`src/rtl/pipe_stage_skid.sv`:
```
// pipe_stage_skid: inter-stage pipeline register with valid/ready handshake
// and a two-entry skid buffer. The ready output comes straight from a flop,
// so downstream back-pressure never ripples combinationally upstream.
// Flushed or empty slots present CTRL_RST on the control field.
// Optional statistics counters are enabled with PIPE_STAGE_SKID_STATS_EN.
module pipe_stage_skid #(
    parameter int                CTRL_W   = 8,
    parameter int                DATA_W   = 120,
    parameter logic [CTRL_W-1:0] CTRL_RST = '0
) (
    input  logic              clk,
    input  logic              rst,
    input  logic              flush,
    input  logic              in_valid,
    output logic              in_ready,
    input  logic [CTRL_W-1:0] in_ctrl,
    input  logic [DATA_W-1:0] in_data,
    output logic              out_valid,
    input  logic              out_ready,
    output logic [CTRL_W-1:0] out_ctrl,
    output logic [DATA_W-1:0] out_data
`ifdef PIPE_STAGE_SKID_STATS_EN
    ,
    output logic [15:0]       stall_cnt,
    output logic [15:0]       flush_cnt
`endif
);

    // Occupancy: main slot drives the outputs, skid slot holds overflow.
    typedef enum logic [1:0] {
        EMPTY = 2'b00,
        ONE   = 2'b01,
        FULL  = 2'b11
    } occ_t;

    occ_t              state, state_nxt;
    logic [CTRL_W-1:0] m_ctrl, m_ctrl_nxt, s_ctrl, s_ctrl_nxt;
    logic [DATA_W-1:0] m_data, m_data_nxt, s_data, s_data_nxt;
    logic              in_rdy_q, in_rdy_nxt;
    logic              m_v, s_v;
    logic              acc, pop;

    assign m_v       = (state != EMPTY);
    assign s_v       = (state == FULL);
    assign in_ready  = in_rdy_q;
    assign acc       = in_valid & in_rdy_q;
    assign pop       = m_v & out_ready;
    assign out_valid = m_v;
    assign out_ctrl  = m_v ? m_ctrl : CTRL_RST;
    assign out_data  = m_data;

    // Next occupancy and slot contents; flush overrides every transition.
    always_comb begin
        state_nxt  = state;
        m_ctrl_nxt = m_ctrl;
        m_data_nxt = m_data;
        s_ctrl_nxt = s_ctrl;
        s_data_nxt = s_data;
        case (state)
            EMPTY: begin
                if (acc) begin
                    m_ctrl_nxt = in_ctrl;
                    m_data_nxt = in_data;
                    state_nxt  = ONE;
                end
            end
            ONE: begin
                if (pop && acc) begin
                    m_ctrl_nxt = in_ctrl;
                    m_data_nxt = in_data;
                end else if (pop) begin
                    state_nxt  = EMPTY;
                end else if (acc) begin
                    s_ctrl_nxt = in_ctrl;
                    s_data_nxt = in_data;
                    state_nxt  = FULL;
                end
            end
            FULL: begin
                // in_ready is low here, so only a pop can move things.
                if (pop) begin
                    m_ctrl_nxt = s_ctrl;
                    m_data_nxt = s_data;
                    state_nxt  = ONE;
                end
            end
            default: state_nxt = EMPTY;
        endcase
        if (flush) begin
            state_nxt  = EMPTY;
            m_ctrl_nxt = '0;
            m_data_nxt = '0;
            s_ctrl_nxt = '0;
            s_data_nxt = '0;
        end
        in_rdy_nxt = (state_nxt != FULL);
    end

    // Occupancy, slot contents and registered ready, cleared by async reset.
    always_ff @(posedge clk or negedge rst) begin
        if (!rst) begin
            state    <= EMPTY;
            m_ctrl   <= '0;
            m_data   <= '0;
            s_ctrl   <= '0;
            s_data   <= '0;
            in_rdy_q <= 1'b1;
        end else begin
            state    <= state_nxt;
            m_ctrl   <= m_ctrl_nxt;
            m_data   <= m_data_nxt;
            s_ctrl   <= s_ctrl_nxt;
            s_data   <= s_data_nxt;
            in_rdy_q <= in_rdy_nxt;
        end
    end

`ifdef PIPE_STAGE_SKID_STATS_EN
    function automatic logic [15:0] sat_inc(input logic [15:0] v);
        return (v == 16'hFFFF) ? v : v + 16'd1;
    endfunction

    // Saturating counts of stalled cycles and of flushes that discard entries.
    always_ff @(posedge clk or negedge rst) begin
        if (!rst) begin
            stall_cnt <= '0;
            flush_cnt <= '0;
        end else begin
            if (m_v && !out_ready) stall_cnt <= sat_inc(stall_cnt);
            if (flush && (m_v || s_v)) flush_cnt <= sat_inc(flush_cnt);
        end
    end
`endif

endmodule

```
`config.mk`:
```
export PLATFORM = sky130hd
export DESIGN_NAME = pipe_stage_skid
export DESIGN_NICKNAME = d
export VERILOG_FILES = /design/src/rtl/pipe_stage_skid.sv
export SDC_FILE = /design/constraint.sdc
export NUM_CORES = 1
export LEC_CHECK = 0
export ABC_CLOCK_PERIOD_IN_PS = 1700
export BUFFER_PORTS_ARGS = -buffer_cell sky130_fd_sc_hd__clkbuf_2
export CAP_MARGIN = 10
export CORE_MARGIN = 3
export CORE_UTILIZATION = 50
export CTS_BUF_LIST = sky130_fd_sc_hd__clkbuf_8 sky130_fd_sc_hd__clkbuf_16
export DETAILED_ROUTE_END_ITERATION = 8
export GPL_TIMING_DRIVEN = 0
export PLACE_DENSITY = 0.74
export SLEW_MARGIN = 20
export SYNTH_ARGS = -nofsm -noshare
export SYNTH_HDL_FRONTEND = slang
export SYNTH_SLANG_ARGS = --single-unit
```
`constraint.sdc`:
```
create_clock -name clk -period 1.7 [get_ports clk]
set_input_delay 0.255 -clock clk [delete_from_list [all_inputs] [get_ports clk]]
set_output_delay 0.255 -clock clk [all_outputs]
set_load 0.05 [all_outputs]
```
==> flow_metrics.tcl <==
set metrics [dict create \
    finalWeightedCongestion 0.838 \
    leakage_nw 7.81 \
    synth-edff-count 0 \
    cts.sinks 259 \
    hold_path.class "primary input to flop" \
    clk_path_buf_depth 3 \
    root_buffer "clkbuf_16" \
    wl_um 38600 \
    ff2ff_setup_slack_ns -0.03 \
    slew_headroom 0.400 \
    ant_nets 0 \
    hpwl_um 24300 \
    drive_gt1_frac 0.362 \
    grt_max_degree 80 \
    finalCritPeriodShare 1.18 \
    htreeDepth 1 \
    first_iter_violations 1013 \
    cts.clk_slew.worst_paths_ns 0.06 \
    status "finished, violations left" \
    first_pass_iters 5 \
    min_from "in_valid" \
    grt_pass1_vias 11400 \
    startpoint_type "flop" \
    fin_worst_skew_ns 0.0124 \
    grt_pass1_wl_um 60500 \
    r2r_cells 5 \
    area_growth_pct 36.1 \
    clk_latency_ns 0.54 \
    die_w_um 163 \
    vias 11300 \
    start_util 0.516 \
    synth_seq_cells 259 \
    synth_nets 1200 \
    slowest_delay_ns 0.38 \
    syn-cell-area_mm2 0.0123 \
    drv_slew 0 \
    synth-async-reset-ratio 1.00 \
    critPathSlowestCell "dfrtp_1" \
    syn_inst 1067 \
    antenna_found_initial 2 \
    setup_viol_count_final 76 \
    chipHeight_um 163 \
    cp_top_family "buffers and inverters" \
    worst_hold_path.endpoint "state[0]" \
    cts_tree "done" \
    worstPathCellList "buf_6, clkbuf_16, nor2_4, buf_12, nor2b_1, clkbuf_8" \
    fin_area_mm2 0.0167 \
    max_cap_violations 0 \
    r2r_start "in_ready" \
    wl_per_cell_um 21.1 \
    crit_buf_inv 4 \
    worstSetupPathType "flop to output pin" \
    yosysUniqueCellTypes 26 \
    postSynthAreaPerCell_um2 11.5 \
    io-pin-count 263 \
    cp.required_ns 1.44 \
    whs_path_depth 3 \
    die_area_mm2 0.0264 \
    dpl_cell_area_mm2 0.0141 \
    fmax_ghz 0.498 \
    mostFrequentLayoutCells "clkbuf_2, dfrtp_1, nand2_1, dlygate4sd3_1" \
    rows 56 \
    failed_checks "setup timing" \
    numCtsBuffers 28 \
    crit_start "state[0]" \
    crit_fanout 10 \
    num-fill-cells 1728 \
    crit_arrival_ns 1.75 \
    powerDensity_mw_per_mm2 967 \
    drc 0 \
    yosys_warnings 0 \
    final_common_cell "clkbuf_2" \
    whs_ns 0.0353 \
    cp-end-kind "output pin" \
    setup_slack_ns -0.306 \
    overflow 0 \
    rsz0062_at_grt "true" \
    finalHoldViolCount 0 \
    finalPower_mw 16.1 \
    worstMarginPinSlew_ns 0.900 \
    nets 1624 \
    core_mm2 0.0238 \
    synth_ff_type "dfrtp_1" \
    r2r-end "out_data[47]" \
    vias_per_cell 6.17 \
    fin_crit_ns 2.01 \
    portBuffers 261 \
    seq_area_frac_synth 0.529 \
    grtUsageTotal 0.285 \
    vdd_ir_drop_max_v 0.000762 \
]
[layout make-up]
cell class                 count  area [um^2]  share of cell area
tap                          319          399              0.0239
timing repair buffer         395         2820               0.169
multi-input combinational    661         4970               0.298
inverter                       3         11.3            0.000675
sequential                   259         6480               0.389
buffer                       143         1080              0.0650
clock inverter                14         85.1             0.00510
antenna                        2         5.00            0.000300
clock buffer                  36          822              0.0493
[metrics by stage]
stage	util	cells	TNS [ns]	worst slack, ns
final	0.702	1832	-3.06	-0.306
after global routing	0.702	1832	-7.56	-0.334
after CTS	0.695	1830	-2.60	-0.298
after detailed placement	0.592	1650	-29.82	-0.605
after global placement	0.588	1647	-1287.56	-4.91
after floorplan	-	1067	-1.33	-0.166
[worst max-delay path by stage]
| stage | endpoint | slack (ns) | cells after the start |
|---|---|---|---|
| 6_report | out_ctrl[0] | -0.31 | 6 |
| 4_1_cts | out_ctrl[0] | -0.30 | 6 |
| 3_3_place_gp | out_data[40] | -4.91 | 1 |
| 5_1_grt | out_ctrl[6] | -0.33 | 6 |
| 3_5_place_dp | out_ctrl[1] | -0.61 | 5 |
| 2_1_floorplan | out_ctrl[0] | -0.17 | 4 |
[cells in the mapped netlist, drive strengths merged, types with 2 or more instances]
master | n | area [um^2]
a31oi | 128 | 801
a21oi | 2 | 10.0
clkbuf | 52 | 195
nor2b | 8 | 50.1
nand2 | 129 | 484
nand2b | 2 | 12.5
nand3 | 128 | 641
buf | 92 | 633
inv | 3 | 11.3
dfrtp | 258 | 6460
a22o | 128 | 1120
a311oi | 128 | 1750
[registers in the layout, indices dropped and copies added, names as in the netlist]
name      flops
out_data    120
s_data      120
m_ctrl        8
s_ctrl        8
state         2
in_ready      1
[worst reg2reg max path, stage by stage, from the launching register on]
cell and delay [ns]:
dfstp_2 0.57, a21o_2 0.26, and3_4 0.25, buf_12 0.17
buf_6 0.19, a311oi_2 0.12
[logic make-up after synthesis]
group / count (synthesis) / synth area share
AO/OA/AOI/OAI: 389 / 0.302
AND/OR/NAND/NOR: 272 / 0.101
flip-flops: 259 / 0.529
buffers and inverters: 147 / 0.0685
[power breakdown]
group          internal, mW  switching, mW  leakage (nW)  total (mW)
registers              6.51          0.215          3.48        6.72
logic                  1.18           2.28          3.84        3.47
clock network          3.51           2.43         0.484        5.94
[timing repair]
action / 4_1_cts / 5_1_grt
endpoints found under the setup margin: 230 / 177
buffers inserted: 1 / 0
resized for setup: 82 / 73
hold buffers: 129 / 0
endpoints found under the hold margin: 239 / 0
gates cloned: 0 / 1
pin swaps: 1 / 2
[per-layer routing]
metal,wire [um],share of wire,global-route usage
met1,15700,0.41,0.388
met2,18900,0.49,0.476
met3,2900,0.075,0.0381
met4,1080,0.028,0.0923
met5,0,0,0
Power figures use the tool's default switching activity.
